$ cat src/rtl/mac_share_arbiter.sv
// mac_share_arbiter: N requesters share one registered multiply-add, y = reg(a*b) + c.
// Define MAC_SHARE_FIXED_PRIO_EN for fixed lowest-index priority instead of round-robin.
module mac_share_arbiter #(
  parameter int N   = 4,
  parameter int W   = 8,
  parameter int IDW = 2
) (
  input  logic           clock,
  input  logic           reset,
  input  logic [N-1:0]   req_valid,
  output logic [N-1:0]   req_ready,
  input  logic [N*W-1:0] req_a,
  input  logic [N*W-1:0] req_b,
  input  logic [N*W-1:0] req_c,
  output logic           resp_valid,
  input  logic           resp_ready,
  output logic [IDW-1:0] resp_id,
  output logic [W-1:0]   resp_y
);

  localparam logic [IDW:0]   NUM_REQ = (IDW+1)'(N);
  localparam logic [IDW-1:0] LAST_ID = IDW'(N-1);

  logic [W-1:0]   prod_r;
  logic [W-1:0]   c_r;
  logic [IDW-1:0] id_r;
  logic           valid_r;

  logic           can_issue_s;
  logic           grant_found_s;
  logic [IDW-1:0] grant_id_s;
  logic [IDW:0]   cand_s;
  logic           transfer_s;
  logic [W-1:0]   a_sel_s;
  logic [W-1:0]   b_sel_s;
  logic [W-1:0]   c_sel_s;

`ifndef MAC_SHARE_FIXED_PRIO_EN
  logic [IDW-1:0] ptr_r;
`endif

  // A pending result that is not being consumed blocks any new issue.
  assign can_issue_s = !valid_r || resp_ready;

  // Winner search: first valid requester from the start index upward, wrapping at N-1.
  always_comb begin
    grant_found_s = 1'b0;
    grant_id_s    = '0;
    cand_s        = '0;
    for (int k = 0; k < N; k++) begin
`ifdef MAC_SHARE_FIXED_PRIO_EN
      cand_s = (IDW+1)'(k);
`else
      cand_s = {1'b0, ptr_r} + (IDW+1)'(k);
      if (cand_s >= NUM_REQ) begin
        cand_s = cand_s - NUM_REQ;
      end else begin
        cand_s = cand_s;
      end
`endif
      if (!grant_found_s && req_valid[cand_s[IDW-1:0]]) begin
        grant_found_s = 1'b1;
        grant_id_s    = cand_s[IDW-1:0];
      end else begin
        grant_found_s = grant_found_s;
        grant_id_s    = grant_id_s;
      end
    end
  end

  // Ready is one-hot on the winner and held low while reset is asserted.
  always_comb begin
    req_ready = '0;
    if (reset && can_issue_s && grant_found_s) begin
      req_ready[grant_id_s] = 1'b1;
    end else begin
      req_ready = '0;
    end
  end

  assign transfer_s = |(req_valid & req_ready);
  assign a_sel_s    = req_a[grant_id_s*W +: W];
  assign b_sel_s    = req_b[grant_id_s*W +: W];
  assign c_sel_s    = req_c[grant_id_s*W +: W];

  // Operation registers: load on transfer, hold under backpressure, drop valid once consumed.
  always_ff @(posedge clock or negedge reset) begin
    if (!reset) begin
      prod_r  <= '0;
      c_r     <= '0;
      id_r    <= '0;
      valid_r <= 1'b0;
    end else if (transfer_s) begin
      prod_r  <= a_sel_s * b_sel_s;
      c_r     <= c_sel_s;
      id_r    <= grant_id_s;
      valid_r <= 1'b1;
    end else if (resp_ready) begin
      valid_r <= 1'b0;
    end else begin
      valid_r <= valid_r;
    end
  end

`ifndef MAC_SHARE_FIXED_PRIO_EN
  // Round-robin pointer advances past the winner only when a grant is taken.
  always_ff @(posedge clock or negedge reset) begin
    if (!reset) begin
      ptr_r <= '0;
    end else if (transfer_s) begin
      ptr_r <= (grant_id_s == LAST_ID) ? '0 : grant_id_s + IDW'(1);
    end else begin
      ptr_r <= ptr_r;
    end
  end
`endif

  assign resp_valid = valid_r;
  assign resp_id    = id_r;
  assign resp_y     = prod_r + c_r;

endmodule
$ cat config.mk
export PLATFORM = sky130hd
export DESIGN_NAME = mac_share_arbiter
export DESIGN_NICKNAME = d
export VERILOG_FILES = /design/src/rtl/mac_share_arbiter.sv
export SDC_FILE = /design/constraint.sdc
export NUM_CORES = 1
export LEC_CHECK = 0
export CELL_PAD_IN_SITES_DETAIL_PLACEMENT = 0
export CELL_PAD_IN_SITES_GLOBAL_PLACEMENT = 1
export CORE_MARGIN = 2
export CORE_UTILIZATION = 32
export DETAILED_ROUTE_END_ITERATION = 16
export GPL_TIMING_DRIVEN = 0
export HOLD_SLACK_MARGIN = 0.03
export PLACE_DENSITY = 0.91
export SYNTH_ARGS = -nofsm -noshare
export SYNTH_HDL_FRONTEND = slang
export SYNTH_SLANG_ARGS = --single-unit
$ cat constraint.sdc
create_clock -name clock -period 5.7 [get_ports clock]
set_input_delay 1.14 -clock clock [delete_from_list [all_inputs] [get_ports clock]]
set_output_delay 1.14 -clock clock [all_outputs]
set_load 0.02 [all_outputs]
==> results of run 1 <==
cell type report:
cell class                      instances  area (µm²)
Clock inverter                          1        7.51
Multi-Input combinational cell        282        2250
Inverter                               30         113
Buffer                                 13        97.6
Fill cell                             846        4280
Timing Repair Buffer                  131        1270
Tap cell                              108         135
Sequential cell                        21         526
Clock buffer                            3        41.3
metrics by stage:
step | hold slack [ns] | power [W]
6_report | 0.486 | 0.00332
5_1_grt | 0.514 | 0.00365
3_5_place_dp | 0.474 | 0.00309
3_3_place_gp | 0.471 | 0.00301
4_1_cts | 0.494 | 0.00323
2_1_floorplan | 0.454 | 0.00238
synth_stat cells, types with 2 or more instances:
cell type / n / area (µm²)
nor4_1: 2 / 12.5
ha_1: 27 / 338
buf_6: 4 / 45.0
inv_2: 2 / 7.51
buf_2: 2 / 10.0
fa_1: 13 / 260
or2_2: 11 / 68.8
a21oi_1: 8 / 40.0
and2_1: 4 / 25.0
clkbuf_1: 6 / 22.5
nand2_1: 68 / 255
mux2i_1: 23 / 230
a21boi_0: 6 / 45.0
xor2_1: 4 / 35.0
a211oi_1: 6 / 45.0
a22oi_1: 2 / 15.0
o21bai_1: 3 / 22.5
and3_1: 2 / 12.5
dfrtp_1: 21 / 526
nor2_1: 21 / 78.8
o21ai_0: 20 / 100
inv_1: 28 / 105
o31ai_1: 2 / 15.0
xnor2_1: 13 / 114
nor2b_1: 3 / 18.8
mux2_2: 14 / 158
a21o_1: 5 / 37.5
nand2b_1: 2 / 12.5
nand3_1: 8 / 40.0
xnor3_1: 3 / 67.6
flip-flops by register name (all words and copies together) (netlist names):
name / count
c_r: 8
prod_r: 8
ptr_r: 2
resp_id: 2
resp_valid: 1
metal layers:
| metal | share of wire (%) | vias to the layer above | track usage [%] |
|---|---|---|---|
| met5 | 0 | - | 0 |
| met3 | 5.8 | 6 | 2.34 |
| li1 | - | 1430 | - |
| met2 | 49 | 81 | 27.8 |
| met4 | 0.73 | 0 | 2.32 |
| met1 | 44 | 1320 | 21.4 |
critical path, cell delays in order:
cell and delay [ns]:
buf_6 0.11, nor2b_4 0.11, a221o_2 0.36, and2_4 0.18
buf_12 0.14, buf_8 0.12, mux2i_1 0.11, mux2_4 0.31
or2_4 0.24, fa_1 0.50, inv_1 0.04, ha_1 0.27
inv_2 0.04, fa_1 0.48, fa_2 0.56, inv_2 0.04
ha_4 0.26, a21oi_2 0.05, xnor2_1 0.18, xnor2_1 0.15
xnor3_1 0.24, o21ai_1 0.12
what timing repair did:
item / CTS / global route
pin swaps: 12 / 17
setup buffers: 6 / 8
setup endpoints to repair: 2 / 1
gates resized for setup: 23 / 20
cell families (layout without fill, tap and decap cells):
group                    Yosys count  after routing  share of synthesized area (%)
AO/OA/AOI/OAI                     60             60                           13.8
flip-flops                        21             21                           18.2
buffers and inverters             44            178                           7.23
multiplexers                      37             37                           13.4
AND/OR/NAND/NOR                  125            125                           19.2
XOR/XNOR                          20             20                           7.49
adder cells (fa/ha/maj)           40             40                           20.7
power groups by stage:
stage	combinational, W	clock, W	sequential, W
global route	0.00326	0.000111	0.000284
floorplan	0.00210	0	0.000274
detailed placement	0.00281	0	0.000277
global placement	0.00274	0	0.000275
finish	0.00294	0.000103	0.000273
CTS	0.00286	0.000105	0.000274
worst max path at each step:
stage	cells after the start	slack [ns]	end	start
floorplan	23	0.01	prod_r[7]	req_valid[2]
global placement	20	-0.88	prod_r[7]	req_valid[2]
global route	22	0.01	prod_r[7]	req_valid[2]
CTS	23	0.04	prod_r[7]	req_valid[2]
finish	22	0.14	prod_r[7]	req_valid[2]
detailed placement	20	-0.89	prod_r[7]	req_valid[2]
cell usage in the layout (no fill, tap or decap), types with 8 or more instances in the layout:
| cell type | Yosys | routed |
|---|---|---|
| buf_4 | 0 | 14 |
| nand2_1 | 68 | 67 |
| mux2_2 | 14 | 9 |
| dfrtp_1 | 21 | 21 |
| nand3_1 | 8 | 8 |
| mux2i_1 | 23 | 23 |
| o21ai_0 | 20 | 20 |
| inv_1 | 28 | 24 |
| xnor2_1 | 13 | 13 |
| ha_1 | 27 | 25 |
| fa_1 | 13 | 10 |
| clkdlybuf4s50_1 | 0 | 113 |
| nor2_1 | 21 | 21 |
==> flow_summary_export.csv, run 1 <==
group,metric,value,unit
power,switching_share,45.5,%
worst_setup_path,crit_arrival,5.76,ns
timing,finalCriticalPeriod,5.56,ns
power,p_clk_share,3.1,%
clocking,cts_tree,"yes",
synthesis,synth_top_flop_cell,"dfrtp_1",
power,comb_power_share,88.6,%
route,wl,7.81,mm
floorplan,io_pins,118,
placement,hpwl,6.48,mm
synthesis,syn_nets,490,
timing,setup_viol,0,
route,drt-pass1-iter-count,4,
worst_setup_path,rr_startpoint,"ptr_r[1]",
final_layout,drive_gt1_share,15.6,%
final_layout,post-route-util,50.9,%
timing,worst_slack,0.145,ns
power,ir_worst_vdd,540,µV
placement,dp.cells,572,
worst_hold_path,hold_path_depth,2,
placement,place_area,4240,µm²
final_layout,fin_area,4440,µm²
worst_setup_path,crit_fanout,7,
global_routing,grt_max_degree,23,
worst_setup_path,worst-endpoint-required,5.90,ns
power,seqPwrFrac,8.2,%
clocking,cts.clk_slew.worst_paths,0.08,ns
global_routing,grt_pass1_vias,2863,
route,drc,0,
worst_setup_path,rr_endpoint,"prod_r[7]",
timing,finalHoldViolCount,0,
final_layout,diodes,0,
worst_setup_path,end_kind,"flop",
placement,gp_congestion,0.824,
clocking,clockBufferDepth,2,
synthesis,synth_area,2890,µm²
clocking,cts.sinks,21,
worst_hold_path,hp-class,"reg2reg",
clocking,cts-root-buf,"clkbuf_8",
final_layout,syn_to_final_growth,53.6,%
final_layout,layout.nets,625,
synthesis,synth_cell_type_count,44,
timing,tns,0,ns
timing,drv_slew,0,
floorplan,core-area,8720,µm²
route,detail_route.wl_per_cell,13.3,µm
timing,rsz0062_at_grt,"false",
synthesis,synthCells,347,
timing,skew,0.00555,ns
route,vias,2837,
timing,tightest_slew,0.963,ns
final_layout,fin_cells,589,
power,power_leakage,2.05,nW
floorplan,start_util,33.2,%
run,cap_viol_max_count,0,
power,p_int,0.00181,W
placement,dpl_worst_slack,-0.891,ns
synthesis,synth_edf_count,0,
route,viasPerCell,4.82,
floorplan,die_width,99.1,µm
worst_hold_path,worstHoldStart,"resp_id[1]",
synthesis,syn_area_per_cell,8.33,µm²
worst_setup_path,start_kind,"input port",
global_routing,grt_usage,15.9,%
synthesis,yosysWarnings,0,
worst_hold_path,min_to,"resp_id[1]",
route,ant_nets,0,
clocking,insertion_delay,0.27,ns
global_routing,antenna_found_initial,0,
power,power.switching,0.00151,W
floorplan,die_h,99.1,µm
global_routing,overflow,0,
worst_setup_path,crit_type,"in2reg",
worst_setup_path,reg2reg_slack,0.69,ns
worst_setup_path,rr_worst_depth,21,
synthesis,synth-seq-cells,21,
synthesis,ys_async_sr_fraction,100,%
timing,fin_crit_sh,97.5,%
route,drtIter0Drc,62,
status,status,"finished clean",
timing,slew_headroom,35.6,%
synthesis,ys_seq_area_share,18.2,%
clocking,hold_buffers,0,
clocking,cts_buffers,3,
timing,max_freq,0.180,GHz
placement,port_buffers,117,
power,power.density,747,nW/µm²
floorplan,die-area,9810,µm²
global_routing,grt_pass1_wl,13.0,mm
floorplan,rows,34,
clocking,htree_levels,1,
Power figures use the tool's default switching activity.
==> run 2: changes to the inputs <==
Settings changed: SLEW_MARGIN set to 20.
==> flow_summary_export.csv, run 2 (synthesis gave the netlist of run 1 again) <==
group,metric,value,unit
clocking,htree_levels,1,
timing,finalCriticalPeriod,5.56,ns
floorplan,die_width,99.1,µm
route,viasPerCell,4.81,
clocking,cts.clk_slew.worst_paths,0.08,ns
floorplan,die_h,99.1,µm
global_routing,grt_pass1_wl,13.0,mm
power,comb_power_share,88.6,%
route,drtIter0Drc,62,
route,drc,0,
power,ir_worst_vdd,540,µV
power,switching_share,45.5,%
final_layout,final_common_cell,"clkdlybuf4s50_1",
route,vias,2836,
worst_hold_path,hold_path_depth,2,
placement,hpwl,6.48,mm
power,power.switching,0.00151,W
worst_setup_path,rr_endpoint,"prod_r[7]",
floorplan,start_util,33.2,%
route,ant_nets,0,
power,p_clk_share,3.1,%
final_layout,reg_top3,"c_r: 8 flops, prod_r: 8 flops",
worst_setup_path,cp_top_family,"adder cells",
clocking,insertion_delay,0.27,ns
timing,tightest_slew,0.577,ns
final_layout,syn_to_final_growth,53.4,%
global_routing,grt_max_degree,23,
global_routing,grt_pass1_vias,2863,
timing,skew,0.00555,ns
worst_setup_path,critPathSlowestCell,"fa_2",
worst_setup_path,start_kind,"input port",
power,seqPwrFrac,8.2,%
worst_setup_path,worst-endpoint-required,5.90,ns
timing,fin_crit_sh,97.5,%
status,status,"finished clean",
placement,gp_congestion,0.824,
worst_setup_path,crit_type,"in2reg",
worst_setup_path,crit_chain,"buf_6, nor2b_4, a221o_2, and2_4, buf_12, buf_8, mux2i_1, mux2_4, or2_4, fa_1, inv_1, ha_1, inv_2, fa_1, fa_2, inv_2, ha_4, a21oi_2, xnor2_1, xnor2_1, xnor3_1, o21ai_1",
floorplan,rows,34,
worst_hold_path,hp-class,"reg2reg",
power,p_total,0.00332,W
worst_setup_path,critPathMaxStageDelay,0.56,ns
worst_setup_path,path_buf_inv,6,
route,drt-pass1-iter-count,4,
floorplan,die-area,9810,µm²
power,power.density,747,nW/µm²
floorplan,io_pins,118,
timing,drv_slew,0,
clocking,cts_buffers,3,
global_routing,antenna_found_initial,0,
power,p_int,0.00181,W
timing,rsz0062_at_grt,"false",
worst_hold_path,min_to,"resp_id[1]",
global_routing,grt_usage,15.9,%
final_layout,diodes,0,
clocking,hold_buffers,0,
clocking,cts.sinks,21,
worst_setup_path,crit_arrival,5.76,ns
worst_setup_path,rr_worst_depth,21,
route,wl,7.81,mm
floorplan,core-area,8720,µm²
timing,slew_headroom,61.5,%
final_layout,drive_gt1_share,15.8,%
placement,port_buffers,117,
placement,dp.cells,572,
clocking,clockBufferDepth,2,
worst_setup_path,reg2reg_slack,0.69,ns
worst_hold_path,worstHoldStart,"resp_id[1]",
final_layout,fin_cells,589,
route,detail_route.wl_per_cell,13.3,µm
worst_setup_path,rr_startpoint,"ptr_r[1]",
timing,finalHoldViolCount,0,
worst_setup_path,end_kind,"flop",
timing,max_freq,0.180,GHz
final_layout,layout.nets,625,
timing,setup_viol,0,
clocking,cts-root-buf,"clkbuf_8",
worst_setup_path,crit_fanout,7,
power,power_leakage,2.05,nW
global_routing,overflow,0,
run,cap_viol_max_count,0,
clocking,cts_tree,"yes",
final_layout,final_cell_mix,"112 x clkdlybuf4s50_1, 67 x nand2_1, 25 x ha_1",
-- run 2: worst min-delay path, delay by kind of cell, from the launching register on --
kind	cells	cell delay, ns
AOI/OAI and AO/OA	1	0.06
and+or+nand+nor	1	0.04
DFF	1	0.35
-- run 2: repair_timing --
item	4_1_cts	5_1_grt
gates resized for setup	23	20
gates cloned	0	0
hold endpoints to repair	0	0
buffers inserted	6	8
setup endpoints to repair	2	1
pin swaps	12	17
-- run 2: worst max-delay path by stage --
stage / startpoint / to / slack, ns / depth (start not counted)
finish: req_valid[2] / prod_r[7] / 0.14 / 22
global route: req_valid[2] / prod_r[7] / 0.01 / 22
CTS: req_valid[2] / prod_r[7] / 0.04 / 23
detailed placement: req_valid[2] / prod_r[7] / -0.89 / 20
global placement: req_valid[2] / prod_r[7] / -0.88 / 20
floorplan: req_valid[2] / prod_r[7] / 0.01 / 23
-- run 2: power groups by stage --
stage               registers (W)  clock network, W  logic [W]
floorplan                0.000274                 0    0.00210
global placement         0.000275                 0    0.00274
detailed placement       0.000277                 0    0.00281
CTS                      0.000274          0.000105    0.00286
global route             0.000284          0.000111    0.00326
finish                   0.000273          0.000103    0.00294
-- run 2: layout make-up --
class	instances	area (µm²)
Fill cell	847	4290
Multi-Input combinational cell	282	2250
Timing Repair Buffer	131	1270
Sequential cell	21	526
Tap cell	108	135
Inverter	30	113
Buffer	13	97.6
Clock buffer	3	41.3
Clock inverter	1	7.51
-- run 2: metal layers --
metal | share of wire (%) | GRT usage (%) | vias to the layer above | routed length, µm
li1 | - | - | 1430 | -
met1 | 44 | 21.4 | 1319 | 3460
met2 | 49 | 27.8 | 81 | 3840
met3 | 5.8 | 2.34 | 6 | 449
met4 | 0.73 | 2.32 | 0 | 57
met5 | 0 | 0 | - | 0
-- run 2: through the flow --
stage / cell area [µm²] / setup TNS (ns) / utilization, % / hold slack [ns] / setup WS [ns]
3_3_place_gp: 4240 / -1.57 / 48.7 / 0.471 / -0.876
6_report: 4440 / 0 / 50.9 / 0.486 / 0.145
3_5_place_dp: 4240 / -1.69 / 48.7 / 0.474 / -0.891
2_1_floorplan: 2940 / 0 / - / 0.454 / 0.0136
4_1_cts: 4340 / 0 / 49.8 / 0.494 / 0.0361
5_1_grt: 4440 / 0 / 50.9 / 0.514 / 0.0124
==> run 3: changes to the inputs <==
Settings changed: PLACE_DENSITY 0.91 to not set, PLACE_DENSITY_LB_ADDON set to 0.1.
==> flow_summary_export.csv, run 3 (synthesis gave the netlist of run 1 again) <==
group,metric,value,unit
route,wl,7.95,mm
clocking,insertion_delay,0.27,ns
worst_setup_path,cp_top_family,"adder cells",
power,power.density,744,nW/µm²
worst_setup_path,critPathLaunch,"req_valid[2]",
global_routing,antenna_found_initial,0,
route,drc,0,
timing,setup_viol,0,
worst_setup_path,worst-endpoint-required,5.89,ns
worst_setup_path,rr_worst_depth,20,
clocking,htree_levels,1,
final_layout,post-route-util,51.5,%
clocking,cts_buffers,3,
timing,skew,0.00652,ns
placement,gp_congestion,0.786,
global_routing,grt_max_degree,23,
timing,max_freq,0.180,GHz
final_layout,final_cell_mix,"112 x clkdlybuf4s50_1, 67 x nand2_1, 24 x ha_1",
final_layout,syn_to_final_growth,55.3,%
worst_hold_path,hp-class,"reg2reg",
final_layout,final_common_cell,"clkdlybuf4s50_1",
worst_setup_path,rr_endpoint,"prod_r[7]",
route,ant_nets,0,
floorplan,start_util,33.2,%
global_routing,grt_pass1_wl,12.8,mm
clocking,clockBufferDepth,2,
final_layout,layout.nets,628,
power,p_total,0.00334,W
route,detail_route.wl_per_cell,13.4,µm
final_layout,diodes,0,
timing,finalHoldViolCount,0,
clocking,cts_tree,"yes",
global_routing,grt_usage,16.0,%
route,drtIter0Drc,88,
worst_setup_path,crit_chain,"buf_4, nor2b_1, a221o_2, and2_4, buf_12, mux2i_1, mux2_4, or2_4, fa_1, inv_2, ha_4, inv_2, fa_1, fa_2, inv_2, ha_4, a21oi_2, xnor2_1, xnor2_1, xnor3_1, o21ai_1",
timing,finalCriticalPeriod,5.55,ns
clocking,cts-root-buf,"clkbuf_8",
clocking,cts.clk_slew.worst_paths,0.08,ns
worst_setup_path,crit_type,"in2reg",
worst_setup_path,cp-endpoint,"prod_r[7]",
floorplan,io_pins,118,
status,status,"finished clean",
timing,fin_crit_sh,97.3,%
timing,slew_headroom,56.6,%
worst_setup_path,crit_arrival,5.74,ns
floorplan,core-area,8720,µm²
worst_setup_path,rr_startpoint,"ptr_r[1]",
timing,tightest_slew,0.652,ns
worst_setup_path,crit_fanout,11,
final_layout,reg_top3,"c_r: 8 flops, prod_r: 8 flops",
worst_setup_path,reg2reg_slack,0.70,ns
placement,port_buffers,117,
worst_setup_path,critPathMaxStageDelay,0.55,ns
final_layout,drive_gt1_share,16.9,%
floorplan,die_h,99.1,µm
power,ir_worst_vdd,467,µV
route,viasPerCell,4.72,
worst_setup_path,cp.depth,21,
route,vias,2793,
global_routing,overflow,0,
power,power_leakage,2.07,nW
worst_setup_path,path_buf_inv,5,
worst_setup_path,start_kind,"input port",
floorplan,die_width,99.1,µm
worst_setup_path,end_kind,"flop",
worst_setup_path,critPathSlowestCell,"fa_1",
route,drt-pass1-iter-count,4,
run,cap_viol_max_count,0,
floorplan,rows,34,
worst_setup_path,cpMostUsedCell,"inv_2",
clocking,hold_buffers,0,
timing,drv_slew,0,
floorplan,die-area,9810,µm²
global_routing,grt_pass1_vias,2774,
placement,hpwl,6.36,mm
clocking,cts.sinks,21,
==> run 3: stage by stage <==
stage	hold WS (ns)	instance area, µm²	setup WS, ns	setup TNS [ns]	std cells
2_1_floorplan	0.454	2940	0.0136	0	347
3_3_place_gp	0.462	4240	-0.896	-1.70	572
3_5_place_dp	0.480	4240	-0.964	-2.01	572
4_1_cts	0.497	4420	0.0341	0	587
5_1_grt	0.531	4490	-0.0203	-0.0203	592
6_report	0.487	4490	0.153	0	592
==> run 3: layer usage <==
layer	global-route usage [%]	vias up	share of wire [%]
li1	-	1435	-
met1	22.5	1287	47
met2	26.6	68	47
met3	3.05	3	5.5
met4	1.26	0	0.23
met5	0	-	0
==> run 3: timing repair <==
item                                    4_1_cts  5_1_grt
endpoints found under the setup margin        5        1
buffers inserted                             11        6
gates resized for setup                      22       21
gates cloned                                  1        0
pin swaps                                    14       15
==> run 3: cell type report <==
cell class / count / area [µm²]
Multi-Input combinational cell: 282 / 2270
Tap cell: 108 / 135
Inverter: 30 / 113
Timing Repair Buffer: 135 / 1320
Buffer: 12 / 82.6
Clock buffer: 4 / 45.0
Fill cell: 891 / 4230
Sequential cell: 21 / 526
==> run 3: worst register-to-register path, delay by kind of cell (launching register included) <==
family          cells  cell delay [ns]
xor+xnor            3             0.52
buf+inv             4             0.28
compound gates      3             0.65
flops               1             0.46
mux                 2             0.42
fa+ha+maj           5             2.05
simple gates        3             0.54
==> run 3: power breakdown <==
| group | total [W] | leakage, nW | internal [W] | switching, W |
|---|---|---|---|---|
| combinational | 0.00297 | 1.78 | 0.00156 | 0.00141 |
| sequential | 0.000275 | 0.260 | 0.000225 | 0.0000499 |
| clock | 0.000100 | 0.0228 | 0.0000499 | 0.0000501 |
==> run 3: worst min-delay path by stage <==
stage | from | end | slack, ns | cells past startpoint
CTS | c_r[4] | c_r[4] | 0.50 | 2
detailed placement | resp_id[1] | resp_id[1] | 0.48 | 2
finish | resp_id[0] | resp_id[0] | 0.49 | 2
global route | resp_id[0] | resp_id[0] | 0.53 | 2
floorplan | c_r[0] | c_r[0] | 0.45 | 2
global placement | resp_id[0] | resp_id[0] | 0.46 | 2
